===== src/rtl/mem_port_arbiter.sv =====
// ---------------------------------------------------------------------------
// mem_port_arbiter
//   Shares one single-port, variable-latency memory between instruction fetch
//   (IF, read-only) and the data-memory stage (DM, load/store). A winning
//   request is latched at grant, the memory handshake is sequenced through
//   IDLE -> BUSY -> RESP, and the result is returned with a one-cycle ack.
//   DM normally wins conflicts, but IF is forced through after MAX_STARVE
//   consecutive conflict losses so fetch can never starve.
//
// Ports
//   clk, reset              clock (rising edge), async active-high reset
//   if_req/if_addr          IF read request, held until if_ack
//   if_ack/if_rdata         one-cycle completion pulse + instruction word
//   dm_req/dm_we/dm_addr/   DM load/store request, held until dm_ack
//   dm_wdata
//   dm_ack/dm_rdata         one-cycle completion pulse + load data
//   bus_err                 pulses with the ack of a timed-out access
//   mem_req/mem_we/         memory request, held until mem_ack
//   mem_addr/mem_wdata
//   mem_rdata/mem_ack       memory read data, valid with one-cycle mem_ack
// ---------------------------------------------------------------------------
module mem_port_arbiter #(
    parameter int unsigned ADDR_WIDTH = 16,
    parameter int unsigned DATA_WIDTH = 32,
    parameter int unsigned MAX_STARVE = 4,
    parameter int unsigned TIMEOUT    = 64
) (
    input  logic                  clk,
    input  logic                  reset,
    input  logic                  if_req,
    input  logic [ADDR_WIDTH-1:0] if_addr,
    output logic                  if_ack,
    output logic [DATA_WIDTH-1:0] if_rdata,
    input  logic                  dm_req,
    input  logic                  dm_we,
    input  logic [ADDR_WIDTH-1:0] dm_addr,
    input  logic [DATA_WIDTH-1:0] dm_wdata,
    output logic                  dm_ack,
    output logic [DATA_WIDTH-1:0] dm_rdata,
    output logic                  bus_err,
    output logic                  mem_req,
    output logic                  mem_we,
    output logic [ADDR_WIDTH-1:0] mem_addr,
    output logic [DATA_WIDTH-1:0] mem_wdata,
    input  logic [DATA_WIDTH-1:0] mem_rdata,
    input  logic                  mem_ack
);

    // Starve counter must hold 0..MAX_STARVE; keep at least one bit when MAX_STARVE is 0.
    localparam int unsigned SW = (MAX_STARVE > 0) ? $clog2(MAX_STARVE + 1) : 1;
    // Timeout counter counts BUSY cycles 0..TIMEOUT-1.
    localparam int unsigned TW = $clog2(TIMEOUT + 1);

    localparam logic [SW-1:0] STARVE_LIMIT = SW'(MAX_STARVE);
    localparam logic [TW-1:0] TMO_LAST     = TW'(TIMEOUT - 1);

    typedef enum logic [1:0] {
        IDLE = 2'd0,
        BUSY = 2'd1,
        RESP = 2'd2
    } state_e;

    typedef enum logic {
        OWN_IF = 1'b0,
        OWN_DM = 1'b1
    } owner_e;

    state_e                state_q,     state_d;
    owner_e                owner_q,     owner_d;
    logic [SW-1:0]         starve_q,    starve_d;
    logic [TW-1:0]         tmo_q,       tmo_d;
    logic                  mem_req_q,   mem_req_d;
    logic                  mem_we_q,    mem_we_d;
    logic [ADDR_WIDTH-1:0] mem_addr_q,  mem_addr_d;
    logic [DATA_WIDTH-1:0] mem_wdata_q, mem_wdata_d;
    logic                  if_ack_q,    if_ack_d;
    logic                  dm_ack_q,    dm_ack_d;
    logic [DATA_WIDTH-1:0] if_rdata_q,  if_rdata_d;
    logic [DATA_WIDTH-1:0] dm_rdata_q,  dm_rdata_d;
    logic                  bus_err_q,   bus_err_d;

    logic if_elig;
    logic dm_elig;
    logic grant_if;
    logic grant_dm;

    // A request whose ack is being shown this cycle is stale and not eligible.
    assign if_elig  = if_req && !if_ack_q;
    assign dm_elig  = dm_req && !dm_ack_q;

    // DM wins conflicts unless IF has already lost MAX_STARVE times in a row.
    assign grant_if = if_elig && (!dm_elig || (starve_q == STARVE_LIMIT));
    assign grant_dm = dm_elig && !grant_if;

    // Next-state and next-output logic.
    always_comb begin
        state_d     = state_q;
        owner_d     = owner_q;
        starve_d    = starve_q;
        tmo_d       = tmo_q;
        mem_req_d   = mem_req_q;
        mem_we_d    = mem_we_q;
        mem_addr_d  = mem_addr_q;
        mem_wdata_d = mem_wdata_q;
        if_rdata_d  = if_rdata_q;
        dm_rdata_d  = dm_rdata_q;
        if_ack_d    = 1'b0;
        dm_ack_d    = 1'b0;
        bus_err_d   = 1'b0;

        case (state_q)
            IDLE: begin
                if (grant_if) begin
                    owner_d     = OWN_IF;
                    mem_req_d   = 1'b1;
                    mem_we_d    = 1'b0;
                    mem_addr_d  = if_addr;
                    mem_wdata_d = '0;
                    tmo_d       = '0;
                    starve_d    = '0;
                    state_d     = BUSY;
                end else if (grant_dm) begin
                    owner_d     = OWN_DM;
                    mem_req_d   = 1'b1;
                    mem_we_d    = dm_we;
                    mem_addr_d  = dm_addr;
                    mem_wdata_d = dm_wdata;
                    tmo_d       = '0;
                    // Only a loss against a live IF request counts toward starvation.
                    if (if_elig && (starve_q != STARVE_LIMIT)) begin
                        starve_d = starve_q + SW'(1);
                    end
                    state_d     = BUSY;
                end
            end

            BUSY: begin
                // mem_ack takes priority over a timeout expiring in the same cycle.
                if (mem_ack) begin
                    mem_req_d = 1'b0;
                    mem_we_d  = 1'b0;
                    if (owner_q == OWN_DM) begin
                        dm_rdata_d = mem_rdata;
                        dm_ack_d   = 1'b1;
                    end else begin
                        if_rdata_d = mem_rdata;
                        if_ack_d   = 1'b1;
                    end
                    state_d = RESP;
                end else if (tmo_q == TMO_LAST) begin
                    mem_req_d = 1'b0;
                    mem_we_d  = 1'b0;
                    bus_err_d = 1'b1;
                    if (owner_q == OWN_DM) begin
                        dm_rdata_d = '0;
                        dm_ack_d   = 1'b1;
                    end else begin
                        if_rdata_d = '0;
                        if_ack_d   = 1'b1;
                    end
                    state_d = RESP;
                end else begin
                    tmo_d = tmo_q + TW'(1);
                end
            end

            RESP: begin
                state_d = IDLE;
            end

            default: begin
                state_d   = IDLE;
                mem_req_d = 1'b0;
                mem_we_d  = 1'b0;
            end
        endcase
    end

    // State and output registers.
    always_ff @(posedge clk or posedge reset) begin
        if (reset) begin
            state_q     <= IDLE;
            owner_q     <= OWN_IF;
            starve_q    <= '0;
            tmo_q       <= '0;
            mem_req_q   <= 1'b0;
            mem_we_q    <= 1'b0;
            mem_addr_q  <= '0;
            mem_wdata_q <= '0;
            if_ack_q    <= 1'b0;
            dm_ack_q    <= 1'b0;
            if_rdata_q  <= '0;
            dm_rdata_q  <= '0;
            bus_err_q   <= 1'b0;
        end else begin
            state_q     <= state_d;
            owner_q     <= owner_d;
            starve_q    <= starve_d;
            tmo_q       <= tmo_d;
            mem_req_q   <= mem_req_d;
            mem_we_q    <= mem_we_d;
            mem_addr_q  <= mem_addr_d;
            mem_wdata_q <= mem_wdata_d;
            if_ack_q    <= if_ack_d;
            dm_ack_q    <= dm_ack_d;
            if_rdata_q  <= if_rdata_d;
            dm_rdata_q  <= dm_rdata_d;
            bus_err_q   <= bus_err_d;
        end
    end

    assign mem_req   = mem_req_q;
    assign mem_we    = mem_we_q;
    assign mem_addr  = mem_addr_q;
    assign mem_wdata = mem_wdata_q;
    assign if_ack    = if_ack_q;
    assign dm_ack    = dm_ack_q;
    assign if_rdata  = if_rdata_q;
    assign dm_rdata  = dm_rdata_q;
    assign bus_err   = bus_err_q;

endmodule


===== config.mk =====
export PLATFORM = sky130hd
export DESIGN_NAME = mem_port_arbiter
export DESIGN_NICKNAME = d
export VERILOG_FILES = /design/src/rtl/mem_port_arbiter.sv
export SDC_FILE = /design/constraint.sdc
export NUM_CORES = 1
export LEC_CHECK = 0
export ABC_AREA = 1
export ABC_CLOCK_PERIOD_IN_PS = 12900
export CORE_ASPECT_RATIO = 1.2
export CORE_UTILIZATION = 49
export CTS_BUF_LIST = sky130_fd_sc_hd__clkbuf_8
export DETAILED_ROUTE_END_ITERATION = 10
export HOLD_SLACK_MARGIN = 0.03
export MAX_ROUTING_LAYER = met4
export PLACE_DENSITY_LB_ADDON = 0.25
export SLEW_MARGIN = 20
export SYNTH_ARGS = -nofsm -noshare
export SYNTH_HDL_FRONTEND = slang
export SYNTH_SLANG_ARGS = --single-unit

===== constraint.sdc =====
create_clock -name clk -period 12.9 [get_ports clk]
set_clock_uncertainty 0.15 [all_clocks]
set_input_delay 2.58 -clock clk [delete_from_list [all_inputs] [get_ports clk]]
set_output_delay 2.58 -clock clk [all_outputs]
set_load 0.01 [all_outputs]

# Word-level counts from Yosys, hierarchy flattened
# Cells that the tools add are included.
# classes
addsub	2
eq_ne	9
muxes	45
bitwise	2
n_reduce_logical	22
# ops
operator	n
two-way mux 32 bit	10
two-way mux 16 bit	2
two-way mux 7 bit	4
two-way mux 1 bit	18
case mux 7 bit (2 select lines)	1
AND reduction 3 bit	4
two-way mux 3 bit	3
!= test 3 bit, second input constant	3
two-way mux 2 bit	4
nonzero test 2 bit	4
adder 7 x 1 -> 7 bit, second input constant	1
equality test 7 x 6 -> 1 bit, second input constant	1
case mux 1 bit (3 select lines)	2
logical AND 1 bit	5
logical NOT 1 bit	4
!= test 2 bit, second input constant	2
case mux 2 bit (2 select lines)	1
AND reduction 2 bit	2
AND reduction 4 bit	1
adder 3 x 1 -> 3 bit, second input constant	1
equality test 3 bit, second input constant	1
equality test 2 x 1 -> 1 bit, second input constant	1
equality test 2 bit, second input constant	1
logical NOT 2 bit	1
2 further kinds	3
# totals
reg_bits	130
in_bits	102
elab_cells	93

# Longest topological paths before layout
# Gate-level depths: netlist of run 1.
# depth
word_depth	10
ltp_mapped	9
ltp_nobuf	8

# Least setup slack after synthesis of run 1
# Ideal clock, no wire load.
# synth_timing
path_type	input-to-reg
startpoint	input if_req
endpoint	register mem_addr_q[0], in the netlist mem_addr[0]
setup_ns	0.122
arrival_ns	3.214
required_ns	12.628
setup_slack_ns	9.414
cell_stages	6
path_buffers	1
path_cell_list	nand2_1 > inv_2 > clkbuf_1 > nand3b_1 > nand2_1 > o21ai_1
# synth_via
elab_chain_cells	6
word_cells_on_any_way	7
# synth_rtl
element	line_no	source
from (decl)	30	input logic if_req,
logical AND 1 bit *	88	assign if_elig = if_req && !if_ack_q;
logical AND 1 bit *	92	assign grant_if = if_elig && (!dm_elig || (starve_q == STARVE_LIMIT));
logical NOT 1 bit	93	assign grant_dm = dm_elig && !grant_if;
logical AND 1 bit	93	
nonzero test 2 bit (no source line)	--	
AND reduction 2 bit (no source line)	--	
to (signal assigned)	202	mem_addr_q <= mem_addr_d;
to (decl)	74	logic [ADDR_WIDTH-1:0] mem_addr_q, mem_addr_d;
# Mark *: on every way between the ends. The rest lies on a longest branch, timed or not.
# A chain may end at the register's enable or synchronous reset.

# Worst setup path in the final report of run 1
# layout_timing
startpoint	input dm_req
endpoint	register mem_wdata_q[9], in the netlist mem_wdata[9]
# layout_via
elab_chain_cells	8
word_cells_on_any_way	9
# layout_rtl
element	line_no	source
from (decl)	34	input logic dm_req,
logical AND 1 bit *	89	assign dm_elig = dm_req && !dm_ack_q;
logical NOT 1 bit	92	
logical OR 1 bit	92	
logical AND 1 bit	92	
logical NOT 1 bit	93	
logical AND 1 bit	93	
nonzero test 2 bit (no source line)	--	
AND reduction 2 bit (no source line)	--	
to (signal assigned)	203	mem_wdata_q <= mem_wdata_d;
to (decl)	75	logic [DATA_WIDTH-1:0] mem_wdata_q, mem_wdata_d;
# Marks and branches as above.

==> flow_summary.yaml, run 1 <==
layout:
  diodes: 0
  area_growth_pct: 44.72
  drive_above_1_share_pct: 7.963
  post-route-util_pct: 72.38
  final_nets: 946
synth:
  ys_types: 29
  ys_seq_elements: 130
  syn_inst: 647
  yosys_warnings: 0
  synth_nets: 752
  netlist_area_um2: 5758
  syn_area_per_cell_um2: 8.900
  ys_seq_area_share_pct: 56.50
timing:
  worstMarginPinSlew_ns: 0.9255
  fin_crit_sh_pct: 36.66
  tns_ns: 0
  finalHoldViolations: 0
  slew_violations: 0
  timing.fmax_mhz: 211.4
  setup_viol: 0
  fin_crit_ns: 4.730
  rsz0062_at_grt: "false"
  max_slew_margin_pct: 38.08
clock_network:
  post_cts_buffers: 0
  worstSkewPairLatency_ns: 0.43
  hold_buffers: 0
  cts_root_buffer: "clkbuf_8"
  cts_inserted_buffers: 17
  cts_tree: "yes"
  clkSinkCount: 130
  cts_resized: 0
  htreeDepth: 4
  clk_path_buf_depth: 2
  clkTransAtPathRegs_ns: 0.08
critical_path:
  worst-path-max-fanout: 51
  slowest_stage: "inv_2"
  crit_chain: "clkdlybuf4s50_1 -> nand2_1 -> nand2_1 -> nand2_2 -> inv_2 -> nand3_1 -> nand2_1"
  cp-end-kind: "register"
  critPathMaxStageDelay_ns: 0.87
  cp-start-kind: "input pin"
  crit_arrival_ns: 4.95
  path_buf_inv: 2
  critical_path_required_ns: 13.12
  criticalPathCategory: "input pin to register"
  crit_top_cell: "nand2_1"
  cpLargestDelayFamily: "buffers and inverters"
drt:
  route.vias.total: 5402
  first_pass_iters: 6
  drt_iter0_drc: 285
  wl_um: 16450
  post_drt_via_cell_ratio: 5.343
  drt.antenna.violating_nets: 0
  wl_per_cell_um: 16.27
  post-route-drc-count: 0
grt:
  track_usage_pct: 29.40
  antenna_found_initial: 0
  grt_overflow: 0
  grt_first_pass_wirelength_um: 26740
  first_global_vias: 5430
  grt_max_degree: 69
placed_design:
  dp_hpwl_um: 10770
  portBuffers: 218
  gp_congestion: 0.8258
outcome:
  status: "completed"
power_and_ir_drop:
  seqPwrFrac_pct: 35.2
  intPower_w: 0.001215
  p_per_area_nw_per_um2: 235.5
  p_leak_nw: 3.968
  swShare_pct: 38.08
  switching_power_w: 0.0007474
  combPwrFrac_pct: 45.3
  clockPowerShare_pct: 19.4
  vdd_drop_max_mv: 0.1137
floorplanning:
  rows: 43
  core_um2: 11510
  die_area_um2: 12190
  initial_utilization_pct: 50.01
  fp.dieW_um: 101.0
  ios: 219
  die_h_um: 120.8
hold_path:
  hp-class: "register to register"
run:
  maxCapViolations: 0
tightest hold or removal path, stage by stage (launching register included):
cell	delay, ns
dfrtp_1	0.34
nand2_1	0.05
nand2_1	0.04
power groups by stage:
stage / Clock, W / Combinational (W) / Sequential, W
detailed placement: 0 / 0.000892 / 0.000695
floorplan: 0 / 0.000379 / 0.000760
global route: 0.000405 / 0.000980 / 0.000709
global placement: 0 / 0.000867 / 0.000687
finish: 0.000382 / 0.000890 / 0.000691
CTS: 0.000387 / 0.000898 / 0.000691
metrics by stage:
stage	total power, W	hold slack (ns)	cells	setup WS (ns)	cell area, µm²
floorplan	0.001140	0.3142	647	6.701	5758
global placement	0.001554	0.3038	979	7.838	7891
detailed placement	0.001586	0.3073	979	7.696	7891
CTS	0.001976	0.3268	1011	8.152	8330
global route	0.002095	0.3482	1011	7.917	8333
finish	0.001963	0.3226	1011	8.170	8333
cell families (layout without fill, tap and decap cells):
family          Yosys count  in the layout  share of synthesized area (%)
compound gates           39             39                          3.433
fa+ha+maj                 3              3                         0.6520
flops                   130            130                          56.50
xor+xnor                  1              1                         0.1521
simple gates            409            409                          33.42
buf+inv                  65            272                          5.845
flip-flops by register name, summed over array words and instances (netlist names):
register	cells
dm_rdata	32
mem_addr	16
state_q	2
mem_we	1
mem_wdata	32
owner_q	1
bus_err	1
dm_ack	1
tmo_q	7
mem_req	1
if_ack	1
starve_q	3
if_rdata	32
layer usage:
layer / vias up / GRT usage (%) / part of all wire [%]
li1: 2530 / - / -
met1: 2573 / 35.59 / 39
met2: 257 / 46.28 / 49
met3: 42 / 7.919 / 8.4
met4: 0 / 12.95 / 3.0
met5: - / - / 0
cells in the mapped netlist:
cell	instances	share of area, %
o21ai_1	19	1.7
or2_0	1	0.11
buf_2	14	1.2
o21bai_1	1	0.13
inv_1	11	0.72
buf_4	8	1.0
ha_1	3	0.65
nor2_4	1	0.20
nand4_1	65	7.1
nand2_4	1	0.20
nand3_2	1	0.17
nand3b_1	17	2.2
nor2_1	4	0.26
dfrtp_1	130	56
xnor2_1	1	0.15
buf_1	7	0.46
or2_1	1	0.11
nand3_1	40	3.5
buf_6	6	1.2
o21ai_0	1	0.087
nand3_4	2	0.61
nand2_2	13	1.4
nor2_2	2	0.22
or2_2	2	0.22
inv_2	8	0.52
clkbuf_1	11	0.72
nor2_8	1	0.35
a21oi_1	18	1.6
nand2_1	258	17
layout make-up:
class	count	area [µm²]
multi-input combinational	452	2171
clock buffer	17	234.0
inverter	19	73.82
tap	157	196.4
timing repair buffer	221	2200
fill	862	3181
sequential	130	3253
clock inverter	15	205.2
final timing paths:
| check | start | end | slack (ns) | cells after the start |
|---|---|---|---|---|
| setup / recovery | dm_req | mem_wdata[9] | 8.17 | 7 |
| hold reg to reg | if_rdata[2] | if_rdata[2] | 0.32 | 2 |
| hold / removal | if_rdata[2] | if_rdata[2] | 0.32 | 2 |
| min in group asynchronous | reset | if_rdata[26] | 2.46 | 2 |
| max in group asynchronous | reset | mem_wdata[2] | 8.76 | 3 |
| setup reg to reg | state_q[1] | mem_wdata[9] | 10.27 | 5 |
cell usage in the layout, fill, tap and decap left out, drive strengths merged:
master,n
nand4,65
nand3b,17
inv,24
a21oi,18
clkinvlp,2
ha,3
o21bai,1
xnor2,1
bufinv,4
or2,4
nand2,272
nor2,8
nand3,43
o21ai,20
buf,4
dfrtp,130
clkbuf,17
clkinv,4
clkdlybuf4s50,217
Power figures use the tool's default switching activity.
==> run 2, diff against run 1 <==
Settings changed: ABC_CLOCK_PERIOD_IN_PS 12900 to 4900, CORE_UTILIZATION 49 to 46.
Clock period 12.9 ns to 4.9 ns, I/O delays scaled along.
==> run 2 against run 1 <==
  * Die area increased by 6.4%
  * Global-route usage decreased by 2.8 points
  * Clock power increased by 120%
  * Total power increased to 2.5 times the previous value
  * Setup slack got worse by 6.0 ns
  * Largest power group unchanged
  * Routed wire length decreased by 0.44%
  * Register-to-register slack got worse by 7.7 ns
  * Sequential share of layout area increased by 0.21 points
  * Sequential power increased to 2.6 times the previous value
  * Cell area decreased by 0.54%
  * Highest routed layer unchanged
  * Non-clock buffer count increased by 2
==> flow_summary.yaml, run 2 (synthesis gave the netlist of run 1 again) <==
drt:
  wl_per_cell_um: 16.10
  wl_um: 16380
  first_pass_iters: 5
  drt_iter0_drc: 296
  post_drt_via_cell_ratio: 5.310
  post-route-drc-count: 0
  drt.antenna.violating_nets: 0
  route.vias.total: 5400
critical_path:
  crit_chain: "clkdlybuf4s50_1 -> nand2_1 -> nand2_1 -> nand2_2 -> buf_4 -> inv_2 -> nand3_1 -> nand2_1"
  critical_path_required_ns: 5.11
  crit_arrival_ns: 2.93
  cp-start-kind: "input pin"
  worst-path-max-fanout: 51
  slowest_stage: "inv_2"
  crit_top_cell: "nand2_1"
  criticalPathCategory: "input pin to register"
  regToRegSetupSlack_ns: 2.57
  r2r_start: "starve_q[0]"
  worstRegToRegCells: 8
  critPathMaxStageDelay_ns: 0.66
  cp-end-kind: "register"
  r2r_end: "starve_q[1]"
power_and_ir_drop:
  vdd_drop_max_mv: 0.3205
  seqPwrFrac_pct: 36.4
  clockPowerShare_pct: 16.8
  p_per_area_nw_per_um2: 601.4
  p_total_w: 0.004984
  intPower_w: 0.003054
  combPwrFrac_pct: 46.8
  switching_power_w: 0.001930
  swShare_pct: 38.73
  p_leak_nw: 3.936
clock_network:
  cts_inserted_buffers: 17
  post_cts_buffers: 0
  hold_buffers: 0
  cts_resized: 0
  clkSinkCount: 130
  cts_tree: "yes"
  worstSkewPairLatency_ns: 0.43
  clkTransAtPathRegs_ns: 0.08
  cts_root_buffer: "clkbuf_8"
  htreeDepth: 4
  clk_path_buf_depth: 2
layout:
  diodes: 0
  most-common-layout-cells: "258 x nand2_1, 217 x clkdlybuf4s50_1, 130 x dfrtp_1, 65 x nand4_1, 40 x nand3_1"
  layout_commonest_cell: "nand2_1"
  fillerInstances: 996
  drive_above_1_share_pct: 8.061
  final_nets: 948
  area_growth_pct: 43.94
floorplanning:
  rows: 44
  fp.dieW_um: 104.1
  initial_utilization_pct: 47.33
  ios: 219
  die_area_um2: 12970
  core_um2: 12170
  die_h_um: 124.6
outcome:
  status: "completed"
grt:
  track_usage_pct: 26.62
  grt_overflow: 0
  first_global_vias: 5229
  antenna_found_initial: 0
  grt_first_pass_wirelength_um: 26590
  grt_max_degree: 71
timing:
  tns_ns: 0
  fin_crit_ns: 2.720
  slew_violations: 0
  whs_ns: 0.3225
  worstMarginPinSlew_ns: 0.9131
  setup_viol: 0
  rsz0062_at_grt: "false"
  finalHoldViolations: 0
  max_slew_margin_pct: 39.13
  fin_crit_sh_pct: 55.51
  timing.fmax_mhz: 367.6
hold_path:
  hp-start: "if_rdata[27]"
  hp-class: "register to register"
  holdPathEnd: "if_rdata[27]"
  whs_path_depth: 2
placed_design:
  portBuffers: 218
  gp_congestion: 0.8873
  dp_hpwl_um: 10880
run:
  maxCapViolations: 0
-- run 2: cell types whose count changed in the layout (fill, tap and decap cells not counted) --
| cell | delta |
|---|---|
| buf_12 | +1 |
| buf_4 | +1 |
| clkinv_2 | +3 |
| clkinvlp_4 | +4 |
| clkinv_4 | -2 |
| inv_6 | -3 |
| bufinv_16 | -3 |
| nand2_2 | -1 |
| clkbuf_8 | +1 |
| nand2_1 | +1 |
-- run 2: metrics by stage --
step           area [µm²]  setup WS, ns  utilization (%)  instances
2_1_floorplan        5758        0.3007                -        647
3_3_place_gp         7924         1.815            65.13        985
3_5_place_dp         7924         1.732            65.13        985
4_1_cts              8288         2.190            68.12       1017
5_1_grt              8288         2.011            68.12       1017
6_report             8288         2.180            68.12       1017
-- run 2: layout make-up --
cell class	count	area (µm²)	share of cell area, %
sequential	130	3253	39.25
timing repair buffer	223	2227	26.87
multi-input combinational	452	2168	26.16
clock buffer	18	247.7	2.989
tap	161	201.4	2.431
clock inverter	14	116.4	1.404
inverter	19	73.82	0.8907
-- run 2: power groups by stage --
stage / logic (W) / registers, W / clock network (W)
6_report: 0.00233 / 0.00182 / 0.000836
5_1_grt: 0.00254 / 0.00187 / 0.000903
4_1_cts: 0.00235 / 0.00181 / 0.000857
3_5_place_dp: 0.00235 / 0.00182 / 0
3_3_place_gp: 0.00229 / 0.00180 / 0
2_1_floorplan: 0.000998 / 0.00200 / 0
-- run 2: how the worst max path moves through the flow --
stage | from | endpoint | slack (ns)
2_1_floorplan | reset | bus_err | 0.30
3_3_place_gp | dm_req | mem_wdata[5] | 1.82
3_5_place_dp | dm_req | mem_wdata[5] | 1.73
4_1_cts | dm_req | mem_wdata[5] | 2.19
5_1_grt | dm_req | mem_addr[15] | 2.01
6_report | dm_req | mem_wdata[5] | 2.18
-- run 2: worst max-delay path: cells and delay by family --
family	cells	cell delay, ns
and+or+nand+nor	5	0.48
buffers and inverters	3	1.43
-- run 2: layer usage --
layer	up-vias	share of wire [%]	wire length (µm)	global-route usage, %
met4	0	2.7	442	10.59
met2	249	48	7898	42.51
li1	2530	-	-	-
met5	-	0	0	-
met1	2588	41	6778	32.34
met3	33	7.7	1259	6.803
